### src/rtl/mem_arbiter_if.sv
// Signal bundle shared by the fetch port, the data port, the unified memory port and mem_arbiter.
// mem_arbiter connects through modport slave; the requesters and the memory model use modport master.
interface mem_arbiter_if #(
    parameter int ADDR_W = 12,
    parameter int DATA_W = 64
);
    logic              if_req;
    logic [ADDR_W-1:0] if_addr;
    logic [31:0]       if_rdata;
    logic              if_done;

    logic              d_req;
    logic              d_we;
    logic [ADDR_W-1:0] d_addr;
    logic [DATA_W-1:0] d_wdata;
    logic [2:0]        d_width;
    logic [DATA_W-1:0] d_rdata;
    logic              d_done;

    logic              mem_req;
    logic              mem_we;
    logic [ADDR_W-1:0] mem_addr;
    logic [DATA_W-1:0] mem_wdata;
    logic [2:0]        mem_width;
    logic              mem_ack;
    logic [DATA_W-1:0] mem_rdata;

    logic              stall;
    logic              err;

    modport slave (
        input  if_req, if_addr, d_req, d_we, d_addr, d_wdata, d_width, mem_ack, mem_rdata,
        output if_rdata, if_done, d_rdata, d_done, mem_req, mem_we, mem_addr, mem_wdata,
               mem_width, stall, err
    );

    modport master (
        output if_req, if_addr, d_req, d_we, d_addr, d_wdata, d_width, mem_ack, mem_rdata,
        input  if_rdata, if_done, d_rdata, d_done, mem_req, mem_we, mem_addr, mem_wdata,
               mem_width, stall, err
    );
endinterface

### src/rtl/mem_arbiter.sv
// Two-port arbiter (instruction fetch vs. data) in front of one variable-latency memory port.
// Optional macro ARB_TIMEOUT_EN adds an abort after TIMEOUT grant cycles without mem_ack.
module mem_arbiter #(
    parameter int ADDR_W   = 12,
    parameter int DATA_W   = 64,
    parameter int MAX_WAIT = 4,
    parameter int TIMEOUT  = 64
) (
    input logic          clk,
    input logic          rst,
    mem_arbiter_if.slave bus
);
    typedef enum logic [1:0] {IDLE, GNT_IF, GNT_D, DONE} state_t;

    state_t            state_reg, state_next;
    logic [3:0]        starve_cnt_reg;
    logic              grant_d_reg;
    logic              mem_we_reg;
    logic [ADDR_W-1:0] mem_addr_reg;
    logic [DATA_W-1:0] mem_wdata_reg;
    logic [2:0]        mem_width_reg;
    logic [31:0]       if_rdata_reg;
    logic [DATA_W-1:0] d_rdata_reg;
    logic              in_grant;
    logic              starve_max;
    logic              timeout_hit;
    logic              err_reg;
    logic              done_pulse;

    assign in_grant   = (state_reg == GNT_IF) || (state_reg == GNT_D);
    assign starve_max = (starve_cnt_reg == 4'(MAX_WAIT));

`ifdef ARB_TIMEOUT_EN
    localparam int TMO_W = $clog2(TIMEOUT) + 1;
    logic [TMO_W-1:0] tmo_cnt_reg;

    always_ff @(posedge clk) begin
        if (!rst) begin
            tmo_cnt_reg <= '0;
            err_reg     <= 1'b0;
        end else begin
            tmo_cnt_reg <= in_grant ? tmo_cnt_reg + 1'b1 : '0;
            err_reg     <= timeout_hit;
        end
    end

    // An ack arriving in the expiry cycle takes precedence over the abort.
    assign timeout_hit = in_grant && !bus.mem_ack && (tmo_cnt_reg == TMO_W'(TIMEOUT - 1));
`else
    assign timeout_hit = 1'b0;
    assign err_reg     = 1'b0;
`endif

    always_ff @(posedge clk) begin
        if (!rst) state_reg <= IDLE;
        else      state_reg <= state_next;
    end

    always_comb begin
        state_next = state_reg;
        case (state_reg)
            IDLE: begin
                if (bus.d_req && !(bus.if_req && starve_max)) state_next = GNT_D;
                else if (bus.if_req)                          state_next = GNT_IF;
            end
            GNT_IF, GNT_D: begin
                if (bus.mem_ack || timeout_hit) state_next = DONE;
            end
            DONE:    state_next = IDLE;
            default: state_next = IDLE;
        endcase
    end

    always_ff @(posedge clk) begin
        if (!rst) begin
            starve_cnt_reg <= '0;
            grant_d_reg    <= 1'b0;
            mem_we_reg     <= 1'b0;
            mem_addr_reg   <= '0;
            mem_wdata_reg  <= '0;
            mem_width_reg  <= '0;
            if_rdata_reg   <= '0;
            d_rdata_reg    <= '0;
        end else begin
            if (state_reg == IDLE) begin
                if (state_next == GNT_D) begin
                    grant_d_reg   <= 1'b1;
                    mem_we_reg    <= bus.d_we;
                    mem_addr_reg  <= bus.d_addr;
                    mem_wdata_reg <= bus.d_wdata;
                    mem_width_reg <= bus.d_width;
                end else if (state_next == GNT_IF) begin
                    grant_d_reg   <= 1'b0;
                    mem_we_reg    <= 1'b0;
                    mem_addr_reg  <= bus.if_addr;
                    mem_wdata_reg <= '0;
                    mem_width_reg <= 3'b010;
                end
                // D only wins a contested arbitration while the counter is below MAX_WAIT.
                if (state_next == GNT_IF || !bus.if_req)
                    starve_cnt_reg <= '0;
                else if (state_next == GNT_D && !starve_max)
                    starve_cnt_reg <= starve_cnt_reg + 4'd1;
            end
            if (in_grant && bus.mem_ack) begin
                if (!grant_d_reg)     if_rdata_reg <= bus.mem_rdata[31:0];
                else if (!mem_we_reg) d_rdata_reg  <= bus.mem_rdata;
            end else if (timeout_hit) begin
                if (!grant_d_reg) if_rdata_reg <= '0;
                else              d_rdata_reg  <= '0;
            end
        end
    end

    always_comb begin
        done_pulse    = (state_reg == DONE);
        bus.mem_req   = in_grant;
        bus.mem_we    = mem_we_reg;
        bus.mem_addr  = mem_addr_reg;
        bus.mem_wdata = mem_wdata_reg;
        bus.mem_width = mem_width_reg;
        bus.if_done   = done_pulse && !grant_d_reg;
        bus.d_done    = done_pulse && grant_d_reg;
        bus.if_rdata  = if_rdata_reg;
        bus.d_rdata   = d_rdata_reg;
        bus.stall     = (bus.if_req | bus.d_req) & ~done_pulse;
        bus.err       = err_reg;
    end
endmodule

### src/flat_wrapper.sv
// flat-port wrapper written by rule: the top's interface ports become plain ports
module mem_arbiter_flat 
#(
    parameter int ADDR_W   = 12,
    parameter int DATA_W   = 64,
    parameter int MAX_WAIT = 4,
    parameter int TIMEOUT  = 64
)
  (clk, rst, bus_if_req, bus_if_addr, bus_d_req, bus_d_we, bus_d_addr, bus_d_wdata, bus_d_width, bus_mem_ack, bus_mem_rdata, bus_if_rdata, bus_if_done, bus_d_rdata, bus_d_done, bus_mem_req, bus_mem_we, bus_mem_addr, bus_mem_wdata, bus_mem_width, bus_stall, bus_err);
  mem_arbiter_if #(.ADDR_W(ADDR_W), .DATA_W(DATA_W)) bus_i ();
  input logic clk;
  input logic rst;
  input wire logic [$bits(bus_i.if_req)-1:0] bus_if_req;
  input wire logic [$bits(bus_i.if_addr)-1:0] bus_if_addr;
  input wire logic [$bits(bus_i.d_req)-1:0] bus_d_req;
  input wire logic [$bits(bus_i.d_we)-1:0] bus_d_we;
  input wire logic [$bits(bus_i.d_addr)-1:0] bus_d_addr;
  input wire logic [$bits(bus_i.d_wdata)-1:0] bus_d_wdata;
  input wire logic [$bits(bus_i.d_width)-1:0] bus_d_width;
  input wire logic [$bits(bus_i.mem_ack)-1:0] bus_mem_ack;
  input wire logic [$bits(bus_i.mem_rdata)-1:0] bus_mem_rdata;
  output wire logic [$bits(bus_i.if_rdata)-1:0] bus_if_rdata;
  output wire logic [$bits(bus_i.if_done)-1:0] bus_if_done;
  output wire logic [$bits(bus_i.d_rdata)-1:0] bus_d_rdata;
  output wire logic [$bits(bus_i.d_done)-1:0] bus_d_done;
  output wire logic [$bits(bus_i.mem_req)-1:0] bus_mem_req;
  output wire logic [$bits(bus_i.mem_we)-1:0] bus_mem_we;
  output wire logic [$bits(bus_i.mem_addr)-1:0] bus_mem_addr;
  output wire logic [$bits(bus_i.mem_wdata)-1:0] bus_mem_wdata;
  output wire logic [$bits(bus_i.mem_width)-1:0] bus_mem_width;
  output wire logic [$bits(bus_i.stall)-1:0] bus_stall;
  output wire logic [$bits(bus_i.err)-1:0] bus_err;
  assign bus_i.if_req = bus_if_req;
  assign bus_i.if_addr = bus_if_addr;
  assign bus_i.d_req = bus_d_req;
  assign bus_i.d_we = bus_d_we;
  assign bus_i.d_addr = bus_d_addr;
  assign bus_i.d_wdata = bus_d_wdata;
  assign bus_i.d_width = bus_d_width;
  assign bus_i.mem_ack = bus_mem_ack;
  assign bus_i.mem_rdata = bus_mem_rdata;
  assign bus_if_rdata = bus_i.if_rdata;
  assign bus_if_done = bus_i.if_done;
  assign bus_d_rdata = bus_i.d_rdata;
  assign bus_d_done = bus_i.d_done;
  assign bus_mem_req = bus_i.mem_req;
  assign bus_mem_we = bus_i.mem_we;
  assign bus_mem_addr = bus_i.mem_addr;
  assign bus_mem_wdata = bus_i.mem_wdata;
  assign bus_mem_width = bus_i.mem_width;
  assign bus_stall = bus_i.stall;
  assign bus_err = bus_i.err;
  mem_arbiter #(.ADDR_W(ADDR_W), .DATA_W(DATA_W), .MAX_WAIT(MAX_WAIT), .TIMEOUT(TIMEOUT)) u_core (.clk(clk), .rst(rst), .bus(bus_i));
endmodule
### config.mk
export PLATFORM = sky130hd
export DESIGN_NAME = mem_arbiter_flat
export DESIGN_NICKNAME = d
export VERILOG_FILES = /design/src/rtl/mem_arbiter_if.sv /design/src/rtl/mem_arbiter.sv /design/src/flat_wrapper.sv
export SDC_FILE = /design/constraint.sdc
export NUM_CORES = 1
export LEC_CHECK = 0
export CAP_MARGIN = 15
export CORE_AREA = 2 2 133 135
export DETAILED_ROUTE_END_ITERATION = 10
export DIE_AREA = 0 0 135 137
export GPL_ROUTABILITY_DRIVEN = 0
export GPL_TIMING_DRIVEN = 0
export PLACE_DENSITY_LB_ADDON = 0.12
export SLEW_MARGIN = 40
export SYNTH_ARGS = -nofsm -noshare
export SYNTH_HDL_FRONTEND = slang
export SYNTH_SLANG_ARGS = --single-unit
### constraint.sdc
create_clock -name clk -period 3.8 [get_ports clk]
set_clock_uncertainty 0.05 [all_clocks]
set_input_delay 0.57 -clock clk [delete_from_list [all_inputs] [get_ports clk]]
set_output_delay 0.57 -clock clk [all_outputs]
set_load 0.02 [all_outputs]
==> impl_results.md <==
- Result of the run: complete, no violations
- Signed area change from the synthesized netlist to the final layout: 63.1%
- Initial core utilization: between 30% and 40%
- Number of max-cap violations: 0
- DRC violations left: 0
- Startpoint of the most critical hold path: u_core.bus.mem_wdata[4]$_SDFFE_PN0P_
- Worst Slack Setup Final: 1.13 ns
- Total I/O pin count: 342
- Yosys cell types: 42
- Count of instances resized after the clock tree is built: 0
- Total gr overflow: 0
- CP Class: primary input to register
- Number of clock sinks: ~180
- Number of CTS-inserted buffers: 17
- Terminus of the critical flop-to-flop path: u_core.bus.mem_width[2]$_SDFFE_PN0P_
- Number of storage elements in the synthesis netlist: about 180
- Leading register cell type out of synthesis: sky130_fd_sc_hd__dfxtp_1
- Setup violators final: 0
- Pins Over Slew Limit: 0
- DR WL met3: 2.10 mm
- Setup repair after global routing missed its margin: false
- First-pass GRT wire length: 34.2 mm
- Class of the most critical hold timing path: register to register
- Clock period minus final worst setup slack: about 2.7 ns
- Sink of the worst hold path: u_core.bus.mem_wdata[4]$_SDFFE_PN0P_
- Warnings, synthesis: 0
- CP Max Fanout: 10
- Overall fraction of global-route tracks in use: 23.7%
- Wire length per cell after detailed routing: between 15 and 20 um
- Worst endpoint data arrival time: 2.97 ns
- # Post-CTS Setup Buffers: 0
- Startpoint of the most critical setup path: bus_if_req
- Antenna violations before repair: 0
- Antenna Diode Count: 0
- Maximum number of pins on one net before global-route repair: 19
- Endpoint class of the critical path: register
- DRT met1 WL: slightly below 9 mm
- Worst hold path cell count: 2
- Number of routed nets with antenna violations: 0
- Pre-CTS setup slack: roughly 0.73 ns
- Number of hold buffers added after CTS: 0
- Share of synthesized area occupied by flip-flops and latches: a little over half
- Static Leak: between 3 and 4 nW
- Least-Margin Pin Slew: roughly 0.76 ns
- Number of detailed-routing iterations run before antenna repair: 8
- Post-synthesis async set-or-reset flop share: 0%
- Half-perimeter wire length after detailed placement: about 17 mm
- CP startpoint kind: primary input
- Die area: between 0.015 and 0.02 mm^2
- Portion of the clock cycle consumed by the worst path in the final layout: a little over two thirds
- Reg-to-reg critical path startpoint: u_core.state_reg[0]$_SDFF_PN0_
- WP data required: 4.10 ns
- Share of final-layout standard cells stronger than drive strength 1: 5.35%
- Number of flops mapped to enable cells by yosys: 0
- Depth of the most critical reg-to-reg path: 12
- CTS Root Cell: sky130_fd_sc_hd__clkbuf_16
- DRC marker count from the first detailed-route iteration: 200
- Ratio of total power to cell area: approximately 600 mW/mm^2
- H-tree lvl count: 4
- Vias: approximately 7000
- Clock tree from TritonCTS: yes
- Slack of the worst reg-to-reg path: ~1.1 ns
- Detail Route met2 WL: between 10 and 15 mm
- Post-CTS clock slew at the launch and capture registers of the worst setup and hold paths: roughly 0.070 ns
- Area of the core region: 0.0171 mm^2
- Width of the chip: around 140 um
- Post-synthesis instance area: around 0.0068 mm^2
- Count of buffers from port buffering: 340
- Number of hold violations in the final report: 0
- Maximum buffer depth of the clock tree: 2
- Highest metal layer with signal wires: met4
- Die height: between 100 and 150 um
- Final layout net count: around 1400
- Cells after Synth: 843
- Worst rel slew slack: between 40 and 50%
- Total negative slack: 0 ns
- Largest vdd supply drop: between 0.4 and 0.5 mV
- Final WL: 22.5 mm
- Number of core rows: 48
- Clock latency at the later pin of the worst-skew pair: 0.42 ns
- Number of global-route vias before repair: between 6000 and 7000
- Net count after synthesis: just over 1000
- Post-detailed-route via-to-cell ratio: 4.88
- Avg Inst Size Synth: around 8 um^2
- Upper clock frequency limit: about 370 MHz
==> routing by layer <==
layer / track usage (%) / vias to the layer above
met1: 27.2 / 3169
met5: 0 / -
met3: 7.48 / 37
li1: - / 3537
met4: 9.38 / 0
met2: 41.1 / 283
==> through the flow <==
step                      power (mW)  hold WS, ns  cells  util (%)  cell area, um^2
after floorplan                 3.82        0.432    843         -             6790
after global placement          4.92        0.387   1408      61.4            10500
after detailed placement        4.94        0.392   1408      61.4            10500
after CTS                       6.71        0.402   1440      64.9            11100
after global routing            7.03        0.419   1440      64.9            11100
final                           6.65        0.398   1440      64.9            11100
==> how the worst max path moves through the flow <==
stage | end | slack, ns
6_report | u_core.bus.mem_width[2]$_SDFFE_PN0P_ | 1.13
5_1_grt | u_core.bus.mem_wdata[18]$_SDFFE_PN0P_ | 0.87
4_1_cts | u_core.bus.mem_width[2]$_SDFFE_PN0P_ | 1.15
3_5_place_dp | u_core.bus.mem_width[2]$_SDFFE_PN0P_ | 0.73
3_3_place_gp | u_core.bus.mem_width[2]$_SDFFE_PN0P_ | 0.73
2_1_floorplan | u_core.bus.mem_wdata[55]$_SDFFE_PN0P_ | 1.49
==> synthesized netlist by cell type, types with 2 or more instances <==
| cell type | count | share of area [%] |
|---|---|---|
| sky130_fd_sc_hd__nand4b_1 | 2 | 0.26 |
| sky130_fd_sc_hd__dfxtp_1 | 183 | 54 |
| sky130_fd_sc_hd__buf_4 | 2 | 0.22 |
| sky130_fd_sc_hd__inv_1 | 6 | 0.33 |
| sky130_fd_sc_hd__o211ai_1 | 2 | 0.22 |
| sky130_fd_sc_hd__a211oi_1 | 12 | 1.3 |
| sky130_fd_sc_hd__nor3_1 | 2 | 0.15 |
| sky130_fd_sc_hd__buf_1 | 4 | 0.22 |
| sky130_fd_sc_hd__nor2_1 | 16 | 0.88 |
| sky130_fd_sc_hd__and2_1 | 2 | 0.18 |
| sky130_fd_sc_hd__nor2b_1 | 2 | 0.18 |
| sky130_fd_sc_hd__mux2i_1 | 12 | 1.8 |
| sky130_fd_sc_hd__clkbuf_1 | 37 | 2.0 |
| sky130_fd_sc_hd__o221ai_1 | 2 | 0.26 |
| sky130_fd_sc_hd__nand3_1 | 68 | 5.0 |
| sky130_fd_sc_hd__o21ai_0 | 2 | 0.15 |
| sky130_fd_sc_hd__buf_2 | 26 | 1.9 |
| sky130_fd_sc_hd__nand2b_1 | 2 | 0.18 |
| sky130_fd_sc_hd__a21oi_1 | 168 | 12 |
| sky130_fd_sc_hd__nand2_1 | 266 | 15 |
| sky130_fd_sc_hd__ha_1 | 6 | 1.1 |
==> logic make-up after synthesis <==
family                   synth area share (%)
flip-flops                               54.0
other                                  0.0553
XOR/XNOR                                0.129
adder cells (fa/ha/maj)                  1.11
AND/OR/NAND/NOR                          23.1
buffers and inverters                    4.79
AO/OA/AOI/OAI                            15.0
multiplexers                             1.77
==> area by class of cell <==
type	count	area [um^2]
multi-input combinational	584	2800
clock buffer	18	439
timing repair buffer	340	3400
tap	225	282
buffer	69	299
clock inverter	14	155
sequential	183	3660
inverter	7	26.3
fill	1573	5990
==> worst max-delay path, stage by stage <==
cell                              delay (ns)
sky130_fd_sc_hd__clkdlybuf4s50_1        0.59
sky130_fd_sc_hd__inv_1                  0.06
sky130_fd_sc_hd__a21oi_1                0.23
sky130_fd_sc_hd__o21ai_0                0.13
sky130_fd_sc_hd__ha_1                   0.32
sky130_fd_sc_hd__and2b_1                0.24
sky130_fd_sc_hd__buf_2                  0.25
sky130_fd_sc_hd__buf_2                  0.27
sky130_fd_sc_hd__nand3_1                0.14
sky130_fd_sc_hd__a21oi_1                0.16
==> cell usage in the layout (no fill, tap or decap), drive strengths merged, types with 6 or more instances in the layout <==
cell type and instances:
dfxtp 183, a211oi 12, buf 32, a21oi 168, inv 14, ha 6, nand2 266, mux2i 12
clkbuf 55, nor2 16, clkdlybuf4s50 340, nand3 68
==> where the power goes <==
group | internal (mW) | switching (mW) | leakage [nW] | total (mW)
Clock | 0.953 | 0.811 | 0.291 | 1.76
Combinational | 1.01 | 1.56 | 2.04 | 2.57
Sequential | 2.18 | 0.137 | 1.48 | 2.31
(Power assumes the default switching activity.)
